===== src/rtl/parking_exit_biller_pkg.sv =====
// Shared state encoding, width constants and default billing constants for the exit biller.
package parking_pkg;

  localparam int DEF_TIME_W      = 8;
  localparam int DEF_FEE_W       = 12;
  localparam int DEF_UNIT        = 15;
  localparam int DEF_RATE        = 2;
  localparam int DEF_FREE_TIME   = 10;
  localparam int DEF_MAX_FEE     = 30;
  localparam int DEF_GATE_CYCLES = 4;

  typedef enum logic [2:0] {
    IDLE,
    DIFF,
    DIV,
    MUL,
    PRESENT,
    GATE
  } state_t;

endpackage


===== src/rtl/parking_exit_biller_if.sv =====
// Time-register inputs, payment handshake and gate/status outputs of the exit biller.
interface parking_exit_biller_if #(
  parameter int TIME_W = 8,
  parameter int FEE_W  = 12
);

  logic [TIME_W-1:0] data_P;
  logic [TIME_W-1:0] data_Q;
  logic              checkout;
  logic              pay_ack;
  logic [TIME_W-1:0] duration;
  logic [FEE_W-1:0]  fee;
  logic              fee_valid;
  logic              gate_open;
  logic              busy;

  // Handshake: fee_valid rises with fee already stable; both hold until pay_ack
  // is sampled high, and the transfer completes on that same edge.
  modport master (
    output data_P, data_Q, checkout, pay_ack,
    input  duration, fee, fee_valid, gate_open, busy
  );

  modport slave (
    input  data_P, data_Q, checkout, pay_ack,
    output duration, fee, fee_valid, gate_open, busy
  );

endinterface


===== src/rtl/parking_exit_biller_fee_divider.sv =====
// Iterative ceiling divider: one subtraction of UNIT per cycle, quotient = ceil(dividend/UNIT).
module fee_divider #(
  parameter int TIME_W = 8,
  parameter int UNIT   = 15
) (
  input  logic              clock,
  input  logic              reset,
  input  logic              start,
  input  logic              clear,
  input  logic [TIME_W-1:0] dividend,
  output logic [TIME_W-1:0] quotient,
  output logic              done
);

  logic [TIME_W-1:0] rem;
  logic              running;

  // done marks the final step, so the caller leaves on the edge that completes the quotient.
  assign done = running && (rem <= TIME_W'(UNIT));

  always_ff @(posedge clock or negedge reset) begin
    if (!reset) begin
      rem      <= '0;
      quotient <= '0;
      running  <= 1'b0;
    end else if (clear) begin
      rem      <= '0;
      quotient <= '0;
      running  <= 1'b0;
    end else if (start) begin
      rem      <= dividend;
      quotient <= '0;
      running  <= 1'b1;
    end else if (running) begin
      quotient <= quotient + TIME_W'(1);
      if (done) begin
        running <= 1'b0;
      end else begin
        rem <= rem - TIME_W'(UNIT);
      end
    end
  end

endmodule


===== src/rtl/parking_exit_biller.sv =====
// Exit-side biller: stay duration, ceiling-divided billable units, capped fee,
// payment handshake, then a timed gate opening.
module parking_exit_biller
  import parking_pkg::*;
#(
  parameter int TIME_W      = DEF_TIME_W,
  parameter int FEE_W       = DEF_FEE_W,
  parameter int UNIT        = DEF_UNIT,
  parameter int RATE        = DEF_RATE,
  parameter int FREE_TIME   = DEF_FREE_TIME,
  parameter int MAX_FEE     = DEF_MAX_FEE,
  parameter int GATE_CYCLES = DEF_GATE_CYCLES
) (
  input  logic                  clock,
  input  logic                  reset,
  parking_exit_biller_if.slave  bus,
  output state_t                state_dbg
);

  localparam int PW    = FEE_W + TIME_W;
  localparam int CNT_W = $clog2(GATE_CYCLES + 1);

  state_t            state, next_state;
  logic [TIME_W-1:0] p_q, q_q, diff, duration_r, units;
  logic [FEE_W-1:0]  fee_r, fee_calc;
  logic [PW-1:0]     product;
  logic [CNT_W-1:0]  gate_cnt;
  logic              fee_valid_r, gate_open_r, busy_r;
  logic              div_start, div_clear, div_done;

  assign diff     = q_q - p_q;
  assign product  = PW'(units) * PW'(RATE);
  assign fee_calc = (product > PW'(MAX_FEE)) ? FEE_W'(MAX_FEE) : product[FEE_W-1:0];

  fee_divider #(.TIME_W(TIME_W), .UNIT(UNIT)) u_div (
    .clock    (clock),
    .reset    (reset),
    .start    (div_start),
    .clear    (div_clear),
    .dividend (diff),
    .quotient (units),
    .done     (div_done)
  );

  always_comb begin
    next_state = state;
    div_start  = 1'b0;
    div_clear  = 1'b0;
    case (state)
      IDLE:    if (bus.checkout) next_state = DIFF;
      DIFF: begin
        if (diff <= TIME_W'(FREE_TIME)) begin
          div_clear  = 1'b1;
          next_state = MUL;
        end else begin
          div_start  = 1'b1;
          next_state = DIV;
        end
      end
      DIV:     if (div_done) next_state = MUL;
      MUL:     next_state = (fee_calc == '0) ? GATE : PRESENT;
      PRESENT: if (bus.pay_ack) next_state = GATE;
      GATE:    if (gate_cnt <= CNT_W'(1)) next_state = IDLE;
      default: next_state = IDLE;
    endcase
  end

  always_ff @(posedge clock or negedge reset) begin
    if (!reset) begin
      state <= IDLE;
    end else begin
      state <= next_state;
    end
  end

  // Status outputs are registered copies of the upcoming state, so they line up with it.
  always_ff @(posedge clock or negedge reset) begin
    if (!reset) begin
      p_q         <= '0;
      q_q         <= '0;
      duration_r  <= '0;
      fee_r       <= '0;
      gate_cnt    <= '0;
      fee_valid_r <= 1'b0;
      gate_open_r <= 1'b0;
      busy_r      <= 1'b0;
    end else begin
      busy_r      <= (next_state != IDLE);
      fee_valid_r <= (next_state == PRESENT);
      gate_open_r <= (next_state == GATE);
      if (state == IDLE && bus.checkout) begin
        p_q <= bus.data_P;
        q_q <= bus.data_Q;
      end
      if (state == DIFF) duration_r <= diff;
      if (state == MUL)  fee_r <= fee_calc;
      if (next_state == GATE && state != GATE) begin
        gate_cnt <= CNT_W'(GATE_CYCLES);
      end else if (state == GATE) begin
        gate_cnt <= gate_cnt - CNT_W'(1);
      end
    end
  end

  assign bus.duration  = duration_r;
  assign bus.fee       = fee_r;
  assign bus.fee_valid = fee_valid_r;
  assign bus.gate_open = gate_open_r;
  assign bus.busy      = busy_r;
  assign state_dbg     = state;

endmodule


===== src/flat_wrapper.sv =====
// flat-port wrapper written by rule: the top's interface ports become plain ports
module parking_exit_biller_flat import parking_pkg::*;
#(
  parameter int TIME_W      = DEF_TIME_W,
  parameter int FEE_W       = DEF_FEE_W,
  parameter int UNIT        = DEF_UNIT,
  parameter int RATE        = DEF_RATE,
  parameter int FREE_TIME   = DEF_FREE_TIME,
  parameter int MAX_FEE     = DEF_MAX_FEE,
  parameter int GATE_CYCLES = DEF_GATE_CYCLES
)
  (clock, reset, state_dbg, bus_data_P, bus_data_Q, bus_checkout, bus_pay_ack, bus_duration, bus_fee, bus_fee_valid, bus_gate_open, bus_busy);
  parking_exit_biller_if #(.TIME_W(TIME_W), .FEE_W(FEE_W)) bus_i ();
  input  logic clock;
  input  logic reset;
  output state_t state_dbg;
  input wire logic [$bits(bus_i.data_P)-1:0] bus_data_P;
  input wire logic [$bits(bus_i.data_Q)-1:0] bus_data_Q;
  input wire logic [$bits(bus_i.checkout)-1:0] bus_checkout;
  input wire logic [$bits(bus_i.pay_ack)-1:0] bus_pay_ack;
  output wire logic [$bits(bus_i.duration)-1:0] bus_duration;
  output wire logic [$bits(bus_i.fee)-1:0] bus_fee;
  output wire logic [$bits(bus_i.fee_valid)-1:0] bus_fee_valid;
  output wire logic [$bits(bus_i.gate_open)-1:0] bus_gate_open;
  output wire logic [$bits(bus_i.busy)-1:0] bus_busy;
  assign bus_i.data_P = bus_data_P;
  assign bus_i.data_Q = bus_data_Q;
  assign bus_i.checkout = bus_checkout;
  assign bus_i.pay_ack = bus_pay_ack;
  assign bus_duration = bus_i.duration;
  assign bus_fee = bus_i.fee;
  assign bus_fee_valid = bus_i.fee_valid;
  assign bus_gate_open = bus_i.gate_open;
  assign bus_busy = bus_i.busy;
  parking_exit_biller #(.TIME_W(TIME_W), .FEE_W(FEE_W), .UNIT(UNIT), .RATE(RATE), .FREE_TIME(FREE_TIME), .MAX_FEE(MAX_FEE), .GATE_CYCLES(GATE_CYCLES)) u_core (.clock(clock), .reset(reset), .bus(bus_i), .state_dbg(state_dbg));
endmodule

===== config.mk =====
export PLATFORM = sky130hd
export DESIGN_NAME = parking_exit_biller_flat
export DESIGN_NICKNAME = d
export VERILOG_FILES = /design/src/rtl/parking_exit_biller_pkg.sv /design/src/rtl/parking_exit_biller_if.sv /design/src/rtl/parking_exit_biller_fee_divider.sv /design/src/rtl/parking_exit_biller.sv /design/src/flat_wrapper.sv
export SDC_FILE = /design/constraint.sdc
export NUM_CORES = 1
export LEC_CHECK = 0
export CAP_MARGIN = 20
export CORE_MARGIN = 3
export CORE_UTILIZATION = 45
export DETAILED_ROUTE_END_ITERATION = 8
export PLACE_DENSITY = 0.66
export SLEW_MARGIN = 10
export SYNTH_ARGS = -nofsm -noshare
export SYNTH_HDL_FRONTEND = slang
export SYNTH_HIERARCHICAL = 1
export SYNTH_SLANG_ARGS = --single-unit

===== constraint.sdc =====
create_clock -name clock -period 4.8 [get_ports clock]
set_clock_uncertainty 0.15 [all_clocks]
set_input_delay 0.72 -clock clock [delete_from_list [all_inputs] [get_ports clock]]
set_output_delay 0.72 -clock clock [all_outputs]
set_load 0.01 [all_outputs]

==> results.py, run 1 <==
metrics = {
    "timing": {
        "tightestPinTransition_ns": 0.885,
        "maxSlewViolCount": 0,
        "setup_viol": 0,
        "setup_total_negative_slack_ns": 0,
        "worst_slew_margin_rel": 0.407,
        "achievable_freq_ghz": 0.309,
        "fin_crit_sh": 0.675,
        "final.min_clock_period_ns": 3.24,
        "minimum_setup_slack_in_the_final_design_ns": 1.56,
        "timing_hold_violations_final": 0,
        "rsz0062_at_grt": "false",
    },
    "synthesis": {
        "number_of_flops_mapped_to_enable_cells_by_yosys": 0,
        "largest_cells_by_area_after_synthesis": "dfrtp_1, ha_1, o21ai_0",
        "ys_dominant_reg_cell": "dfrtp_1",
        "yosys_register_bits": 58,
        "postSynthAreaPerCell_sq_um": 10.2,
        "synth_cell_types": 64,
        "netlist_area_before_placement_sq_mm": 0.00318,
        "yosysTopAreaCell": "dfrtp_1",
        "postSynthCellCount": 311,
        "synth-seq-area-share": 0.457,
        "ys_warn_count": 6,
        "synth_async_sr_flop_share": 1.00,
        "post-synth-top-area-fraction": 0.457,
    },
    "power_and_ir_drop": {
        "total_switching_power_w": 0.00126,
        "switching_power_share_of_the_total": 0.434,
        "vdd_drop_max_v": 0.000362,
        "power.combinational.fraction": 0.540,
        "clock_power_share": 0.152,
        "leakagePower_nw": 1.65,
        "power_density_mw_per_mm2": 761,
        "pwr-share-seq": 0.308,
        "internal_power_w": 0.00165,
    },
    "detailed_routing": {
        "drcViolationCount": 0,
        "drt.antenna.violating_nets": 0,
        "average_routed_wire_per_standard_cell_microns": 14.4,
        "detail_route.vias_per_cell": 5.36,
        "postRouteWirelength_mm": 6.50,
        "routed_via_count": 2423,
        "drt_iter0_markers": 95,
        "drt_pre_antenna_iters": 4,
    },
    "worst_setup_path": {
        "path_cells": "ha_1 > fa_1 > nor2b_1 > o21ai_0 > a21oi_1 > a211o_2 > nor3_1 > buf_4 > or2_1 > or4_1 > nand3_1",
        "critical_path.endpoint_type": "register",
        "critical_path_class": "register to register",
        "timing.critical_path.required_ns": 4.93,
        "r2r_setup_slack_ns": 1.56,
        "critical_path_at_ns": 3.37,
        "worst_path_max_delay_cell": "or4_1",
        "critical_path_peak_fanout": 12,
        "worst_path_largest_cell_delay_ns": 0.53,
        "critical_path_startpoint_category": "register",
    },
    "run_status": {
        "outcome": "complete, no violations",
    },
    "placement": {
        "dp_slack_ns": 1.63,
        "gp_congestion": 0.757,
        "place.detailed.hpwl_mm": 4.76,
        "port_buffers": 41,
        "placed_cell_area_sq_mm": 0.00363,
    },
    "clocking": {
        "cts.sink_count": 58,
        "tritoncts.num_buffers": 9,
        "cts_hold_buf": 0,
        "clock_path_buffers": 2,
        "clkLatencyLatePin_ns": 0.34,
        "cts_resized": 0,
        "cts_htree_levels": 3,
        "clock_tree_from_tritoncts": "yes",
        "worst_setup_hold_path_clk_slew_ns": 0.07,
        "clockRootBuffer": "clkbuf_8",
        "number_of_buffers_inserted_by_post_cts_setup_repair": 0,
    },
    "floorplan": {
        "area_of_the_core_sq_mm": 0.00660,
        "design.portCount": 46,
        "start_util": 0.481,
        "die_height_microns": 90.0,
        "floorplan.rows": 29,
        "die_area_sq_mm": 0.00811,
        "chipWidth_microns": 90.0,
    },
    "flow_run": {
        "max_cap_violations": 0,
    },
    "global_route": {
        "globalRouteTotalUtil": 0.169,
        "global_route_congestion_overflow_total": 0,
        "grt_antenna_before_repair": 0,
        "first_pass_grt_wire_length_mm": 11.2,
        "first_global_vias": 2438,
        "grt_max_degree": 59,
    },
    "layout": {
        "antenna-diode-count": 0,
        "nNetsFinal": 387,
        "final_cell_area_sq_mm": 0.00383,
        "layout-drive-gt1-share": 0.125,
        "layout-area-overhead-vs-synth_pct": 20.4,
    },
    "hold_path": {
        "worstHoldPathType": "register to register",
    },
}
-- layout by cell type (no fill, tap or decap), drive strengths merged, types with 9 or more instances in the layout --
| cell type | instances |
|---|---|
| dfrtp | 58 |
| inv | 25 |
| clkdlybuf4s50 | 40 |
| nand2 | 24 |
| ha | 12 |
| a21oi | 14 |
| clkbuf | 9 |
| o21ai | 27 |
| nor2 | 17 |
| mux2 | 12 |
-- metal layers --
metal | GRT usage | up-vias | routed length [microns] | share of wire
met5 | 0 | - | 0 | 0
met4 | 0.0791 | 0 | 110 | 0.017
met3 | 0.0401 | 11 | 354 | 0.054
met2 | 0.258 | 63 | 2950 | 0.45
met1 | 0.227 | 1154 | 3080 | 0.47
li1 | - | 1195 | - | -
-- registers in the layout, indices dropped and copies added, names as in the netlist, 3 cells and up --
name                   cells
u_core/bus.duration        8
u_core/bus.fee             8
u_core/gate_cnt            3
u_core/p_q                 8
u_core/q_q                 8
u_core/state_dbg           3
u_core/u_div/quotient      8
u_core/u_div/rem           8
-- power by group through the flow --
stage                     clock network (W)  registers [W]  logic (W)
final                              0.000441       0.000898    0.00157
after global routing               0.000476       0.000930    0.00176
after CTS                          0.000451       0.000899    0.00157
after detailed placement                  0       0.000907    0.00156
after global placement                    0       0.000899    0.00153
after floorplan                           0       0.000857    0.00118
-- synthesized netlist by cell type (2+ instances only) --
library cell   n
a21oi_1       14
buf_6          3
o21ai_0       24
o41ai_1        2
nand2b_1       5
or3_1          7
nor3_1         7
xnor2_1        3
and4_1         2
mux2_2         9
nor2_1        17
nor2b_1        7
dfrtp_1       58
buf_4          6
mux2_1         3
o311ai_0       3
clkbuf_1       4
o311ai_1       2
mux2i_1        2
o21ai_1        3
inv_1         24
buf_2          3
ha_1          12
o22a_1         3
nand4_1        2
a2111oi_2      2
xor2_1         5
nand2_1       24
or2_1          4
nand3_1        8
a221oi_2       2
o21a_1         2
and2_1         5
or4_1          2
nor3b_1        2
o31a_1         2
-- worst max-delay path, delay by kind of cell (launching register included) --
kind	cells	cell delay, ns
adder cells (fa/ha/maj)	2	0.62
AND/OR/NAND/NOR	5	1.20
AO/OA/AOI/OAI	3	0.63
flip-flops	1	0.40
buffers and inverters	1	0.17
-- logic make-up after synthesis --
logic type,count (synthesis),share of synthesized area
AOI/OAI and AO/OA,76,0.174
xor gates and xnor gates,8,0.0220
adders and majority gates,13,0.0535
buffers and inverters,41,0.0654
DFF,58,0.457
muxes,14,0.0488
other,1,0.00118
and+or+nand+nor,100,0.178
-- cell type report --
class	instances	area, sq um
Clock inverter	7	70.1
Sequential cell	58	1450
Multi-Input combinational cell	215	1530
Tap cell	93	116
Inverter	25	98.8
Fill cell	597	2780
Timing Repair Buffer	45	435
Clock buffer	9	124
-- stage by stage --
step	util	total power, W	instances	hold slack [ns]
finish	0.579	0.00291	452	0.335
detailed placement	0.550	0.00247	436	0.321
global placement	0.550	0.00242	436	0.318
floorplan	-	0.00204	314	0.274
global route	0.579	0.00316	452	0.356
CTS	0.579	0.00292	452	0.341
-- path summary, 6_finish.rpt --
kind | from | depth (start not counted) | to
max | u_core/p_q[0] | 11 | u_core/u_div/rem[6]
min | u_core/bus.fee[8] | 1 | u_core/bus.fee[8]
max reg2reg | u_core/p_q[0] | 11 | u_core/u_div/rem[6]
min reg2reg | u_core/bus.fee[8] | 1 | u_core/bus.fee[8]
max in group asynchronous | reset | 2 | u_core/p_q[1]
min in group asynchronous | reset | 2 | u_core/bus.gate_open
Power figures use the tool's default switching activity.
==> inputs of run 2 (changes only) <==
- clock period: 4.8 -> 3.1 ns (I/O delays scaled with it)
==> run 2 against run 1 <==
Routed wire length up 3.0%; cell area grew 3.6%; sequential share of layout area decreased by 1.3 points; clock power grew 55%; combinational power up 82%; die area did not move; core utilization increased by 2.1 points; maximum frequency rose by 8.4%.
==> results.py, run 2 (synthesized netlist as in run 1, its figures left out) <==
metrics = {
    "worst_setup_path": {
        "critical_path_startpoint_category": "register",
        "crit_top_cell": "nor3_1",
        "critical_path_class": "register to register",
        "reg2reg_to": "u_core/u_div/quotient[3]",
        "cp_num_buf_inv": 1,
        "worst_r2r_startpoint": "u_core/q_q[4]",
        "r2r_setup_slack_ns": 0.11,
        "timing.critical_path.required_ns": 3.21,
        "critical_path_peak_fanout": 9,
        "critical_path.endpoint_type": "register",
        "path_cells": "ha_1 > nor2b_1 > a221oi_1 > o311ai_1 > or2_1 > nor3_1 > buf_4 > nor3_1 > or3_1 > a21oi_1",
        "cp.depth": 10,
        "worst_path_max_delay_cell": "dfrtp_1",
        "critical_path_at_ns": 3.10,
        "critPathTopFamily": "simple AND/OR/NAND/NOR gates",
        "reg2reg_depth": 10,
        "crit_path_end": "u_core/u_div/quotient[3]",
        "timing.critical_path.from": "u_core/q_q[4]",
        "worst_path_largest_cell_delay_ns": 0.40,
    },
    "clocking": {
        "clock_path_buffers": 2,
        "cts_htree_levels": 3,
        "tritoncts.num_buffers": 9,
        "worst_setup_hold_path_clk_slew_ns": 0.07,
        "cts.sink_count": 58,
        "cts_hold_buf": 0,
        "clock_tree_from_tritoncts": "yes",
        "clockRootBuffer": "clkbuf_8",
        "clkLatencyLatePin_ns": 0.33,
    },
    "timing": {
        "fin_crit_sh": 0.964,
        "fin_hold_ws_ns": 0.103,
        "achievable_freq_ghz": 0.335,
        "timing_hold_violations_final": 0,
        "worst_slew_margin_rel": 0.511,
        "setup_total_negative_slack_ns": 0,
        "final.min_clock_period_ns": 2.99,
        "setup_viol": 0,
        "maxSlewViolCount": 0,
        "minimum_setup_slack_in_the_final_design_ns": 0.111,
        "tightestPinTransition_ns": 0.733,
    },
    "flow_run": {
        "max_cap_violations": 0,
    },
    "power_and_ir_drop": {
        "power.combinational.fraction": 0.582,
        "power_density_mw_per_mm2": 1240,
        "leakagePower_nw": 1.71,
        "total_power_w": 0.00492,
        "clock_power_share": 0.139,
        "switching_power_share_of_the_total": 0.426,
        "vdd_drop_max_v": 0.000636,
        "pwr-share-seq": 0.279,
        "internal_power_w": 0.00282,
        "total_switching_power_w": 0.00210,
    },
    "global_route": {
        "grt_antenna_before_repair": 0,
        "first_global_vias": 2480,
        "globalRouteTotalUtil": 0.174,
        "grt_max_degree": 59,
        "global_route_congestion_overflow_total": 0,
        "first_pass_grt_wire_length_mm": 11.6,
    },
    "floorplan": {
        "design.portCount": 46,
        "floorplan.rows": 29,
        "chipWidth_microns": 90.0,
        "die_area_sq_mm": 0.00811,
        "area_of_the_core_sq_mm": 0.00660,
        "die_height_microns": 90.0,
        "start_util": 0.481,
    },
    "layout": {
        "layout.cells.most_common_list": "dfrtp_1, clkdlybuf4s50_1, o21ai_0, nand2_1, inv_1",
        "final_cell_area_sq_mm": 0.00397,
        "antenna-diode-count": 0,
        "n_fill_cell": 592,
        "commonest_non_fill_non_tap_cell_in_the_layout": "dfrtp_1",
        "layout-drive-gt1-share": 0.178,
        "layout-area-overhead-vs-synth_pct": 24.8,
        "nNetsFinal": 398,
        "multi_input_area_sq_mm": 0.00159,
        "ff_latch_area_sq_mm": 0.00145,
    },
    "detailed_routing": {
        "detail_route.vias_per_cell": 5.35,
        "postRouteWirelength_mm": 6.70,
        "routed_via_count": 2476,
        "drt.antenna.violating_nets": 0,
        "drt_iter0_markers": 115,
        "drcViolationCount": 0,
        "drt_pre_antenna_iters": 4,
        "average_routed_wire_per_standard_cell_microns": 14.5,
    },
    "placement": {
        "dp_slack_ns": 0.0737,
        "place.detailed.hpwl_mm": 4.85,
        "gp_congestion": 0.849,
        "port_buffers": 41,
        "placed_cell_area_sq_mm": 0.00369,
    },
    "run_status": {
        "outcome": "complete, no violations",
    },
    "hold_path": {
        "worstHoldPathType": "input pin to async pin",
    },
}
run 2: changes by cell type in the layout (fill, tap and decap cells not counted), sizes merged:
| cell | before | now |
|---|---|---|
| buf | 5 | 16 |
run 2: layout make-up:
class	instances	share of cell area
multi-input cells	215	0.400
flip-flops and latches	58	0.366
repair buffers	56	0.131
clock buffers	9	0.0312
well taps	93	0.0293
inverters	25	0.0249
clock inverters	7	0.0177
run 2: metal layers:
metal | global-route usage | part of all wire | up-vias
li1 | - | - | 1220
met1 | 0.223 | 0.47 | 1190
met2 | 0.286 | 0.47 | 57
met3 | 0.0492 | 0.046 | 9
met4 | 0.0536 | 0.012 | 0
met5 | 0 | 0 | -
run 2: repair_timing:
action                                  in CTS  in global routing
endpoints found under the setup margin       0                  8
gates resized for setup                      0                 12
setup buffers                                0                  3
run 2: worst min path at each step:
stage / end / slack, ns / cells after the start
after detailed placement: u_core/bus.fee[7] / 0.32 / 1
after global routing: u_core/bus.fee_valid / 0.17 / 2
after global placement: u_core/bus.fee[8] / 0.32 / 1
final: u_core/bus.fee_valid / 0.10 / 2
after floorplan: u_core/bus.busy / 0.02 / 0
after CTS: u_core/bus.fee_valid / 0.15 / 2
run 2: per-stage QoR:
step                       util  instances
after floorplan               -        314
after global placement    0.559        444
after detailed placement  0.559        444
after CTS                 0.588        460
after global routing      0.600        463
final                     0.600        463
run 2: power groups by stage:
| stage | sequential (W) | combinational [W] | clock (W) |
|---|---|---|---|
| 6_report | 0.00137 | 0.00286 | 0.000683 |
| 5_1_grt | 0.00142 | 0.00318 | 0.000745 |
| 4_1_cts | 0.00137 | 0.00260 | 0.000705 |
| 3_5_place_dp | 0.00138 | 0.00259 | 0 |
| 3_3_place_gp | 0.00137 | 0.00254 | 0 |
| 2_1_floorplan | 0.00133 | 0.00183 | 0 |
==> inputs of run 3 (changes only) <==
- ABC_AREA: not set -> 0
- CTS_BUF_LIST: not set -> sky130_fd_sc_hd__clkbuf_16
- PLACE_DENSITY: 0.66 -> not set
- PLACE_DENSITY_LB_ADDON: not set -> 0.3
==> run 3 against run 2 <==
First-iteration DRC count up 11%; hold slack better by 0.051 ns; clock power up 51%; combinational power down 1%; die area unchanged; critical path depth up 3; sequential cell count unchanged; critical path type unchanged; largest power group unchanged.
==> results.py, run 3 (synthesized netlist as in run 1, its figures left out) <==
metrics = {
    "run_status": {
        "outcome": "complete, no violations",
    },
    "floorplan": {
        "design.portCount": 46,
        "area_of_the_core_sq_mm": 0.00660,
        "chipWidth_microns": 90.0,
        "start_util": 0.481,
        "die_area_sq_mm": 0.00811,
        "die_height_microns": 90.0,
        "floorplan.rows": 29,
    },
    "power_and_ir_drop": {
        "switching_power_share_of_the_total": 0.397,
        "leakagePower_nw": 1.79,
        "total_switching_power_w": 0.00208,
        "pwr-share-seq": 0.266,
        "total_power_w": 0.00524,
        "clock_power_share": 0.196,
        "vdd_drop_max_v": 0.000623,
        "power.combinational.fraction": 0.538,
        "power_density_mw_per_mm2": 1270,
        "internal_power_w": 0.00316,
    },
    "worst_setup_path": {
        "critical_path.endpoint_type": "register",
        "worst_path_largest_cell_delay_ns": 0.51,
        "cp_num_buf_inv": 3,
        "critical_path_class": "register to register",
        "critPathTopFamily": "simple AND/OR/NAND/NOR gates",
        "path_cells": "inv_2 > ha_4 > fa_2 > nor2b_2 > o31a_1 > o311ai_2 > buf_4 > or2_4 > nor3_2 > buf_4 > or2_4 > or4_4 > nand3_2",
        "worst_path_max_delay_cell": "or4_4",
        "critical_path_peak_fanout": 6,
        "critical_path_at_ns": 3.17,
        "timing.critical_path.required_ns": 3.21,
        "critical_path_startpoint_category": "register",
    },
    "global_route": {
        "first_pass_grt_wire_length_mm": 11.5,
        "grt_max_degree": 59,
        "global_route_congestion_overflow_total": 0,
        "globalRouteTotalUtil": 0.174,
        "first_global_vias": 2396,
        "grt_antenna_before_repair": 0,
    },
    "layout": {
        "antenna-diode-count": 0,
        "layout.cells.most_common_list": "dfrtp_1, clkdlybuf4s50_1, o21ai_0, nand2_1, inv_1",
        "commonest_non_fill_non_tap_cell_in_the_layout": "dfrtp_1",
        "final_cell_area_sq_mm": 0.00412,
        "layout-area-overhead-vs-synth_pct": 29.5,
        "ff_latch_area_sq_mm": 0.00145,
        "multi_input_area_sq_mm": 0.00160,
        "nNetsFinal": 399,
        "layout-drive-gt1-share": 0.189,
        "n_fill_cell": 548,
    },
    "clocking": {
        "cts_hold_buf": 0,
        "clkLatencyLatePin_ns": 0.32,
        "cts.sink_count": 58,
        "clockRootBuffer": "clkbuf_16",
        "cts_htree_levels": 3,
        "tritoncts.num_buffers": 9,
        "clock_tree_from_tritoncts": "yes",
        "worst_setup_hold_path_clk_slew_ns": 0.05,
        "clock_path_buffers": 2,
    },
    "detailed_routing": {
        "drt_iter0_markers": 128,
        "postRouteWirelength_mm": 6.75,
        "average_routed_wire_per_standard_cell_microns": 14.6,
        "drcViolationCount": 0,
        "drt.antenna.violating_nets": 0,
        "detail_route.vias_per_cell": 5.34,
        "drt_pre_antenna_iters": 4,
        "routed_via_count": 2479,
    },
    "placement": {
        "gp_congestion": 0.867,
        "dp_slack_ns": -0.00201,
        "placed_cell_area_sq_mm": 0.00369,
        "place.detailed.hpwl_mm": 4.55,
        "port_buffers": 41,
    },
    "timing": {
        "tightestPinTransition_ns": 0.730,
        "rsz0062_at_grt": "true",
        "setup_viol": 0,
        "minimum_setup_slack_in_the_final_design_ns": 0.0436,
        "timing_hold_violations_final": 0,
        "maxSlewViolCount": 0,
        "fin_crit_sh": 0.986,
        "worst_slew_margin_rel": 0.514,
        "achievable_freq_ghz": 0.327,
        "final.min_clock_period_ns": 3.06,
    },
    "hold_path": {
        "worstHoldPathType": "input pin to async pin",
    },
    "flow_run": {
        "max_cap_violations": 0,
    },
}
-- run 3: changes by cell type in the layout (fill, tap and decap cells not counted), sizes merged --
cell      previous run  this run
buf                 16        17
bufinv               1         2
clkinvlp             1         0
-- run 3: final timing paths --
check / from / endpoint / slack [ns] / depth (start not counted)
worst max-delay path: u_core/q_q[0] / u_core/u_div/rem[6] / 0.04 / 13
worst max register to register: u_core/q_q[0] / u_core/u_div/rem[6] / 0.04 / 13
worst min-delay path: reset / u_core/bus.fee_valid / 0.15 / 2
worst min register to register: u_core/bus.fee[4] / u_core/bus.fee[4] / 0.33 / 2
min in group clock: u_core/bus.fee[4] / u_core/bus.fee[4] / 0.33 / 2
max in group asynchronous: reset / u_core/p_q[0] / 2.13 / 2
-- run 3: worst reg2reg max path, cell delays in order, from the launching register on --
cell	delay, ns
dfrtp_1	0.37
inv_2	0.09
ha_4	0.14
fa_2	0.24
nor2b_2	0.06
o31a_1	0.32
o311ai_2	0.31
buf_4	0.17
or2_4	0.12
nor3_2	0.05
buf_4	0.15
or2_4	0.24
or4_4	0.51
nand3_2	0.08
-- run 3: final cells by class --
class / count / share of cell area
flip-flops and latches: 58 / 0.353
inverters: 25 / 0.0240
clock buffers: 9 / 0.0547
well taps: 93 / 0.0283
clock inverters: 7 / 0.0204
multi-input cells: 215 / 0.389
repair buffers: 57 / 0.131
-- run 3: through the flow --
step	util	setup TNS, ns	std cells	hold WS (ns)
after floorplan	-	0	314	0.0194
after global placement	0.559	0	442	0.318
after detailed placement	0.559	-0.00201	442	0.320
after CTS	0.609	0	459	0.158
after global routing	0.623	-0.0710	464	0.211
final	0.623	0	464	0.154
-- run 3: routing by layer --
metal	routed length, microns	global-route usage	part of all wire
met5	0	0	0
met4	73	0.0727	0.011
met3	318	0.0484	0.047
met2	3140	0.264	0.46
met1	3220	0.233	0.48
-- run 3: timing repair --
| action | in CTS | in global routing |
|---|---|---|
| resized for setup | 5 | 10 |
| pin swaps | 2 | 5 |
| cloned | 0 | 0 |
| setup buffers | 1 | 5 |
| endpoints found under the setup margin | 1 | 12 |
-- run 3: power by group through the flow --
stage | combinational [W] | sequential [W] | clock [W]
after floorplan | 0.00183 | 0.00133 | 0
after global placement | 0.00254 | 0.00138 | 0
after detailed placement | 0.00259 | 0.00139 | 0
after CTS | 0.00268 | 0.00138 | 0.00106
after global routing | 0.00312 | 0.00144 | 0.00110
final | 0.00282 | 0.00139 | 0.00103
